## config.mk

```make
export PLATFORM = sky130hd
export DESIGN_NAME = ex_operand_stage
export DESIGN_NICKNAME = d
export VERILOG_FILES = /design/src/rtl/ex_operand_stage.sv
export SDC_FILE = /design/constraint.sdc
export NUM_CORES = 1
export LEC_CHECK = 0
export BUFFER_PORTS_ARGS = -buffer_cell sky130_fd_sc_hd__buf_2
export CAP_MARGIN = 10
export CORE_MARGIN = 4
export CORE_UTILIZATION = 53
export CTS_BUF_LIST = sky130_fd_sc_hd__clkbuf_4 sky130_fd_sc_hd__clkbuf_8
export DETAILED_ROUTE_END_ITERATION = 8
export MAX_ROUTING_LAYER = met4
export PLACE_DENSITY = 0.93
export SYNTH_ARGS = -nofsm -noshare
export SYNTH_HDL_FRONTEND = slang
export SYNTH_SLANG_ARGS = --single-unit
```

## constraint.sdc

```tcl
create_clock -name clk -period 2.9 [get_ports clk]
set_clock_uncertainty 0.15 [all_clocks]
set_input_delay 0 -clock clk [delete_from_list [all_inputs] [get_ports clk]]
set_output_delay 0 -clock clk [all_outputs]
set_load 0.02 [all_outputs]
```

## src/rtl/ex_operand_stage.sv

```systemverilog
// ID/EX pipeline register with MEM/WB operand forwarding feeding the EX adder.
// Also raises load_use_hazard when an EX source waits on a load sitting in MEM.
module ex_operand_stage #(
  parameter int REG_AW = 5
) (
  input  logic              clk,
  input  logic              rst_n,
  input  logic              id_valid,
  input  logic [REG_AW-1:0] id_rs1,
  input  logic [REG_AW-1:0] id_rs2,
  input  logic [31:0]       id_rs1_data,
  input  logic [31:0]       id_rs2_data,
  input  logic [31:0]       id_imm,
  input  logic [31:0]       id_pc,
  input  logic              id_use_pc,
  input  logic              id_use_imm,
  input  logic              id_sub,
  input  logic [REG_AW-1:0] id_rd,
  input  logic              stall,
  input  logic              flush,
  input  logic              mem_we,
  input  logic [REG_AW-1:0] mem_rd,
  input  logic [31:0]       mem_data,
  input  logic              mem_is_load,
  input  logic              wb_we,
  input  logic [REG_AW-1:0] wb_rd,
  input  logic [31:0]       wb_data,
  output logic              ex_valid,
  output logic [31:0]       add_a,
  output logic [31:0]       add_b,
  output logic              add_ci,
  output logic [REG_AW-1:0] ex_rd,
  output logic              load_use_hazard
);

  logic              valid_q;
  logic [REG_AW-1:0] rs1_q, rs2_q, rd_q;
  logic [31:0]       rs1_data_q, rs2_data_q, imm_q, pc_q;
  logic              use_pc_q, use_imm_q, sub_q;

  logic mem_hit_rs1, mem_hit_rs2, wb_hit_rs1, wb_hit_rs2;
  logic [31:0] fwd_rs1, fwd_rs2, b_raw;

  // x0 is hard-wired zero, so a write targeting it must never be forwarded.
  assign mem_hit_rs1 = (rs1_q != '0) && mem_we && (mem_rd == rs1_q);
  assign mem_hit_rs2 = (rs2_q != '0) && mem_we && (mem_rd == rs2_q);
  assign wb_hit_rs1  = (rs1_q != '0) && wb_we  && (wb_rd  == rs1_q);
  assign wb_hit_rs2  = (rs2_q != '0) && wb_we  && (wb_rd  == rs2_q);

  // MEM holds the younger result, so it takes priority over WB.
  assign fwd_rs1 = mem_hit_rs1 ? mem_data : (wb_hit_rs1 ? wb_data : rs1_data_q);
  assign fwd_rs2 = mem_hit_rs2 ? mem_data : (wb_hit_rs2 ? wb_data : rs2_data_q);

  assign b_raw    = use_imm_q ? imm_q : fwd_rs2;
  assign add_a    = use_pc_q ? pc_q : fwd_rs1;
  assign add_b    = sub_q ? ~b_raw : b_raw;
  assign add_ci   = sub_q;
  assign ex_valid = valid_q;
  assign ex_rd    = rd_q;

  assign load_use_hazard = valid_q && mem_is_load &&
                           ((mem_hit_rs1 && !use_pc_q) || (mem_hit_rs2 && !use_imm_q));

  always_ff @(posedge clk or negedge rst_n) begin
    if (!rst_n) begin
      valid_q    <= 1'b0;
      rs1_q      <= '0;
      rs2_q      <= '0;
      rs1_data_q <= '0;
      rs2_data_q <= '0;
      imm_q      <= '0;
      pc_q       <= '0;
      use_pc_q   <= 1'b0;
      use_imm_q  <= 1'b0;
      sub_q      <= 1'b0;
      rd_q       <= '0;
    end else if (flush || !stall) begin
      valid_q    <= flush ? 1'b0 : id_valid;
      rs1_q      <= id_rs1;
      rs2_q      <= id_rs2;
      rs1_data_q <= id_rs1_data;
      rs2_data_q <= id_rs2_data;
      imm_q      <= id_imm;
      pc_q       <= id_pc;
      use_pc_q   <= id_use_pc;
      use_imm_q  <= id_use_imm;
      sub_q      <= id_sub;
      rd_q       <= id_rd;
    end else if (!load_use_hazard) begin
      // Capture forwarded values while stalled so a WB result survives its retirement.
      rs1_data_q <= fwd_rs1;
      rs2_data_q <= fwd_rs2;
    end
  end

endmodule

```

==> flow_summary_export.csv, run 1 <==
group,metric,value,unit
status,outcome,"aborted with a tool error",
status,stop_stage,"global routing (5_1_grt)",
status,stop_error,"[ERROR GRT-0232] Routing congestion too high. Check the congestion heatmap in the GUI.",
global_route,grt_max_degree,95,
place,port_buffers,299,
die,start_util,54.1,%
logic_synthesis,netlist_area,9390,um^2
global_route,grt.total_usage,66.4,%
logic_synthesis,synth-seq-cells,147,
die,std_cell_rows,48,
logic_synthesis,yosys.area.top_type_share,39.2,%
sta,endpoint_type,"output port",
logic_synthesis,ys_warn_count,0,
cts,cts_sinks,147,
logic_synthesis,synth_area_leaders,"dfrtp_1, nand2_1, o211ai_1",
die,die_h,141,um
cts,htree_levels,4,
place,place_area,11100,um^2
cts,cts_buffer_depth,2,
place,post-dp-hpwl,21600,um
logic_synthesis,yosysSeqAreaShare,39.2,%
sta,grt_worst_setup_endpoint,"add_b[5]",
global_route,grt_antenna_before_repair,9,
die,die_width,141,um
die,pin_count,300,
logic_synthesis,syn-mean-instance-area,7.51,um^2
place,finalWeightedCongestion,0.938,
global_route,gr-total-overflow,1,
cts,clockRootBuffer,"clkbuf_8",
place,place_ws,0.253,ns
cts,numCtsBuffers,17,
logic_synthesis,synth_top_area_cell,"dfrtp_1",
logic_synthesis,syn_nets,1478,
logic_synthesis,yosysUniqueCellTypes,38,
logic_synthesis,netlist_instances,1250,
==> cells by family after synthesis <==
| kind of cell | Yosys count | synth area share [%] |
|---|---|---|
| compound gates | 296 | 22.1 |
| xor+xnor | 52 | 4.85 |
| buf+inv | 171 | 7.40 |
| flops | 147 | 39.2 |
| mux | 1 | 0.107 |
| simple gates | 583 | 26.4 |
==> metal layers <==
layer / overflow / GRT usage [%]
met3: 0 / 43.5
met5: - / -
met4: 0 / 62.0
met2: 1 / 88.1
met1: 0 / 64.1
==> cells in the mapped netlist (all sizes together) <==
cell	n
a211o	2
a211oi	32
a21oi	32
and3	2
and4	1
buf	33
clkbuf	73
dfrtp	147
inv	65
mux2i	1
nand2	341
nand2b	1
nand3	94
nand4	4
nor2	66
nor2b	1
nor3	36
o211a	1
o211ai	66
o21a	32
o21ai	96
o21bai	1
o221ai	1
o22ai	1
o31ai	32
or2	35
or4	2
xnor2	20
xor2	32
==> through the flow <==
| stage | std cells | utilization, % | TNS (ns) | hold slack, ns |
|---|---|---|---|---|
| CTS | 2022 | 84.3 | -0.604 | 0.0636 |
| detailed placement | 1700 | 64.2 | 0 | -0.0913 |
| floorplan | 1250 | - | 0 | -0.446 |
| global placement | 1700 | 64.2 | 0 | -0.0981 |
==> what timing repair did <==
action	4_1_cts
buffers inserted	13
gates resized for setup	44
hold endpoints to repair	276
gates cloned	4
endpoints found under the setup margin	61
pin swaps	6
hold buffers	273
==> inputs of run 2 (changes only) <==
--- a/config.mk
+++ b/config.mk
@@ -8,11 +8,9 @@
 export BUFFER_PORTS_ARGS = -buffer_cell sky130_fd_sc_hd__buf_2
 export CAP_MARGIN = 10
 export CORE_MARGIN = 4
-export CORE_UTILIZATION = 53
-export CTS_BUF_LIST = sky130_fd_sc_hd__clkbuf_4 sky130_fd_sc_hd__clkbuf_8
+export CORE_UTILIZATION = 40
 export DETAILED_ROUTE_END_ITERATION = 8
-export MAX_ROUTING_LAYER = met4
-export PLACE_DENSITY = 0.93
+export PLACE_DENSITY_LB_ADDON = 0.15
 export SYNTH_ARGS = -nofsm -noshare
 export SYNTH_HDL_FRONTEND = slang
 export SYNTH_SLANG_ARGS = --single-unit
==> run 2 against run 1 <==
The flow now finishes, with violations (negative setup slack); synthesized cell count unchanged; area after synthesis unchanged.
==> flow_summary_export.csv, run 2 <==
group,metric,value,unit
status,outcome,"complete, but fails checks",
status,violations,"negative setup slack",
global_route,grt_pass1_vias,11290,
pwr,power,0.00665,W
sta,finalSetupViolations,15,
cts,htree_levels,4,
logic_synthesis,syn_nets,1478,
worst_setup_path,cpMostUsedCell,"buf_4",
logic_synthesis,ys_async_sr_fraction,100,%
sta,fin_crit_sh,102,%
logic_synthesis,synth_area_leaders,"dfrtp_1, nand2_1, o211ai_1",
drt,dr.pass1.iters,5,
die,std_cell_rows,55,
sta,setup_slack,-0.0531,ns
die,pin_count,300,
drt,drt-initial-drc-count,927,
global_route,gr-total-overflow,0,
finish,final_common_cell,"nand2_1",
die,start_util,41.1,%
logic_synthesis,syn-mean-instance-area,7.51,um^2
pwr,pwr-share-comb,31.6,%
cts,numCtsBuffers,17,
sta,hold_viol_final,0,
pwr,pwr-share-clk,33.1,%
die,die-area,26000,um^2
finish,synthToLayoutAreaGrowth,58.3,%
pwr,pwr-share-seq,35.3,%
global_route,grt_max_degree,81,
drt,avgViaCountPerCell,5.29,
logic_synthesis,yosysSeqAreaShare,39.2,%
die,die_h,161,um
logic_synthesis,synth_top_area_cell,"dfrtp_1",
pwr,switching_share,34.0,%
logic_synthesis,ys_warn_count,0,
min_path,hp-class,"input pin to async pin",
finish,nFillCells,1934,
finish,nets,1976,
worst_setup_path,worstSetupEndpoint,"add_b[26]",
drt,final_antenna_net_count,0,
place,port_buffers,299,
cts,cts_tree,"yes",
sta,worst_slew_pin_slew,0.917,ns
worst_setup_path,worstSetupPathType,"flop to output pin",
worst_setup_path,r2r-end,"rs2_data_q[4]",
cts,insertion_delay,0.42,ns
sta,fmax,339,MHz
finish,drive_above_1_share,28.0,%
worst_setup_path,cp_max_fo,11,
place,post-dp-hpwl,23300,um
die,die_width,161,um
finish,mostFrequentLayoutCells,"nand2_1, buf_2, dlygate4sd3_1",
worst_setup_path,cp-end-kind,"output pin",
global_route,grt.total_usage,28.8,%
logic_synthesis,synth_ff_type,"dfrtp_1",
worst_setup_path,cp_slowest_stage_delay,0.38,ns
cts,clkSlewWorstSetupHoldPaths,0.07,ns
cts,clockRootBuffer,"clkbuf_16",
logic_synthesis,synth_most_common_cell,"nand2_1",
worst_setup_path,reg2reg_depth,12,
pwr,power_switching,0.00226,W
logic_synthesis,yosys.area.top_type_share,39.2,%
pwr,p_int,0.00439,W
run,maxCapViolations,0,
logic_synthesis,synth_edf_count,0,
worst_setup_path,path_cells,"buf_4 -> xnor2_1 -> nand4_1 -> or2_4 -> buf_8 -> a211oi_1 -> o31ai_2 -> xor2_1 -> buf_4",
pwr,power_leakage,7.11,nW
worst_setup_path,r2r_start,"rs1_q[3]",
pwr,vdd_ir_drop_max,344,uV
global_route,grt_antenna_before_repair,0,
worst_setup_path,cpMaxStageDelayCell,"dfrtp_1",
logic_synthesis,yosysUniqueCellTypes,38,
worst_setup_path,cp_data_arrival_time,2.80,ns
sta,rsz0062_at_grt,"true",
place,finalWeightedCongestion,0.866,
drt,vias,10963,
worst_setup_path,critPathLaunch,"rs2_q[3]",
die,coreArea,22800,um^2
sta,setup_tns,-0.318,ns
worst_setup_path,required,2.75,ns
drt,drc,0,
cts,cts_buffer_depth,2,
logic_synthesis,netlist_instances,1250,
drt,totalWireLength,39400,um
global_route,grt_pass1_wl,60200,um
sta,slew_headroom,38.8,%
logic_synthesis,synth-seq-cells,147,
cts,cts_sinks,147,
sta,final-max-slew-violation-count,0,
pwr,p_per_area,447,nW/um^2
finish,antennaDiodeCount,0,
worst_setup_path,rrSetupSlack,0.09,ns
sta,finalCriticalPeriod,2.95,ns
worst_setup_path,start_kind,"flop",
drt,routedWlPerCell,19.0,um
logic_synthesis,synth_common_cells,"nand2_1, dfrtp_1, nand3_1",
logic_synthesis,netlist_area,9390,um^2
## run 2: cell counts after synthesis
No cell type changed its count.
## run 2: worst min-delay path by stage
stage	to	cells past startpoint
floorplan	add_ci	0
global placement	pc_q[25]	1
detailed placement	pc_q[26]	1
CTS	pc_q[26]	3
global route	pc_q[26]	3
finish	pc_q[26]	3
## run 2: cell families (layout without fill, tap and decap cells)
| logic type | Yosys count | in the layout | share of synthesized area [%] |
|---|---|---|---|
| mux | 1 | 1 | 0.107 |
| buf+inv | 171 | 681 | 7.40 |
| simple gates | 583 | 583 | 26.4 |
| xor+xnor | 52 | 52 | 4.85 |
| compound gates | 296 | 296 | 22.1 |
| flops | 147 | 147 | 39.2 |
## run 2: what timing repair did
action	CTS	global route
pin swaps	22	14
gates cloned	4	7
endpoints found under the setup margin	51	73
hold buffers	214	0
endpoints found under the hold margin	294	0
gates resized for setup	48	101
setup buffers	12	19
## run 2: critical path, delay by kind of cell (launching register included)
family	cells	cell delay, ns
buf+inv	3	0.49
simple gates	2	0.64
xor+xnor	2	0.35
compound gates	2	0.50
flops	1	0.38
## run 2: cell type report
| class | count | area, um^2 | share of cell area, % |
|---|---|---|---|
| Timing Repair Buffer | 585 | 4700 | 31.6 |
| Clock buffer | 18 | 439 | 2.95 |
| Inverter | 65 | 244 | 1.64 |
| Sequential cell | 147 | 3690 | 24.8 |
| Clock inverter | 13 | 128 | 0.858 |
| Tap cell | 313 | 392 | 2.63 |
| Multi-Input combinational cell | 932 | 5280 | 35.5 |
## run 2: power groups by stage
stage / combinational [W] / sequential [W] / clock (W)
floorplan: 0.00101 / 0.00235 / 0
global placement: 0.00165 / 0.00237 / 0
detailed placement: 0.00166 / 0.00238 / 0
CTS: 0.00199 / 0.00234 / 0.00224
global route: 0.00227 / 0.00236 / 0.00232
finish: 0.00210 / 0.00235 / 0.00220
## run 2: metal layers
metal  GRT usage (%)  vias up  share of wire, %  routed length [um]
li1                -     5211                 -                   -
met1            35.7     5231                41               16300
met2            50.2      454                49               19500
met3            5.59       67               6.8                2670
met4            10.1        0               2.5                 989
met5               0        -                 0                   0
## run 2: metrics by stage
stage	instance area, um^2	hold slack [ns]	cells	util [%]	worst slack, ns
final	14900	0.00255	2073	65.1	-0.0531
after CTS	14300	0.00426	2049	62.7	-0.0892
after detailed placement	11300	-0.196	1788	49.3	0.256
after floorplan	9390	-0.446	1250	-	0.454
after global routing	14900	0.0265	2073	65.1	-0.154
after global placement	11300	-0.193	1788	49.3	0.258
(Power assumes the default switching activity.)
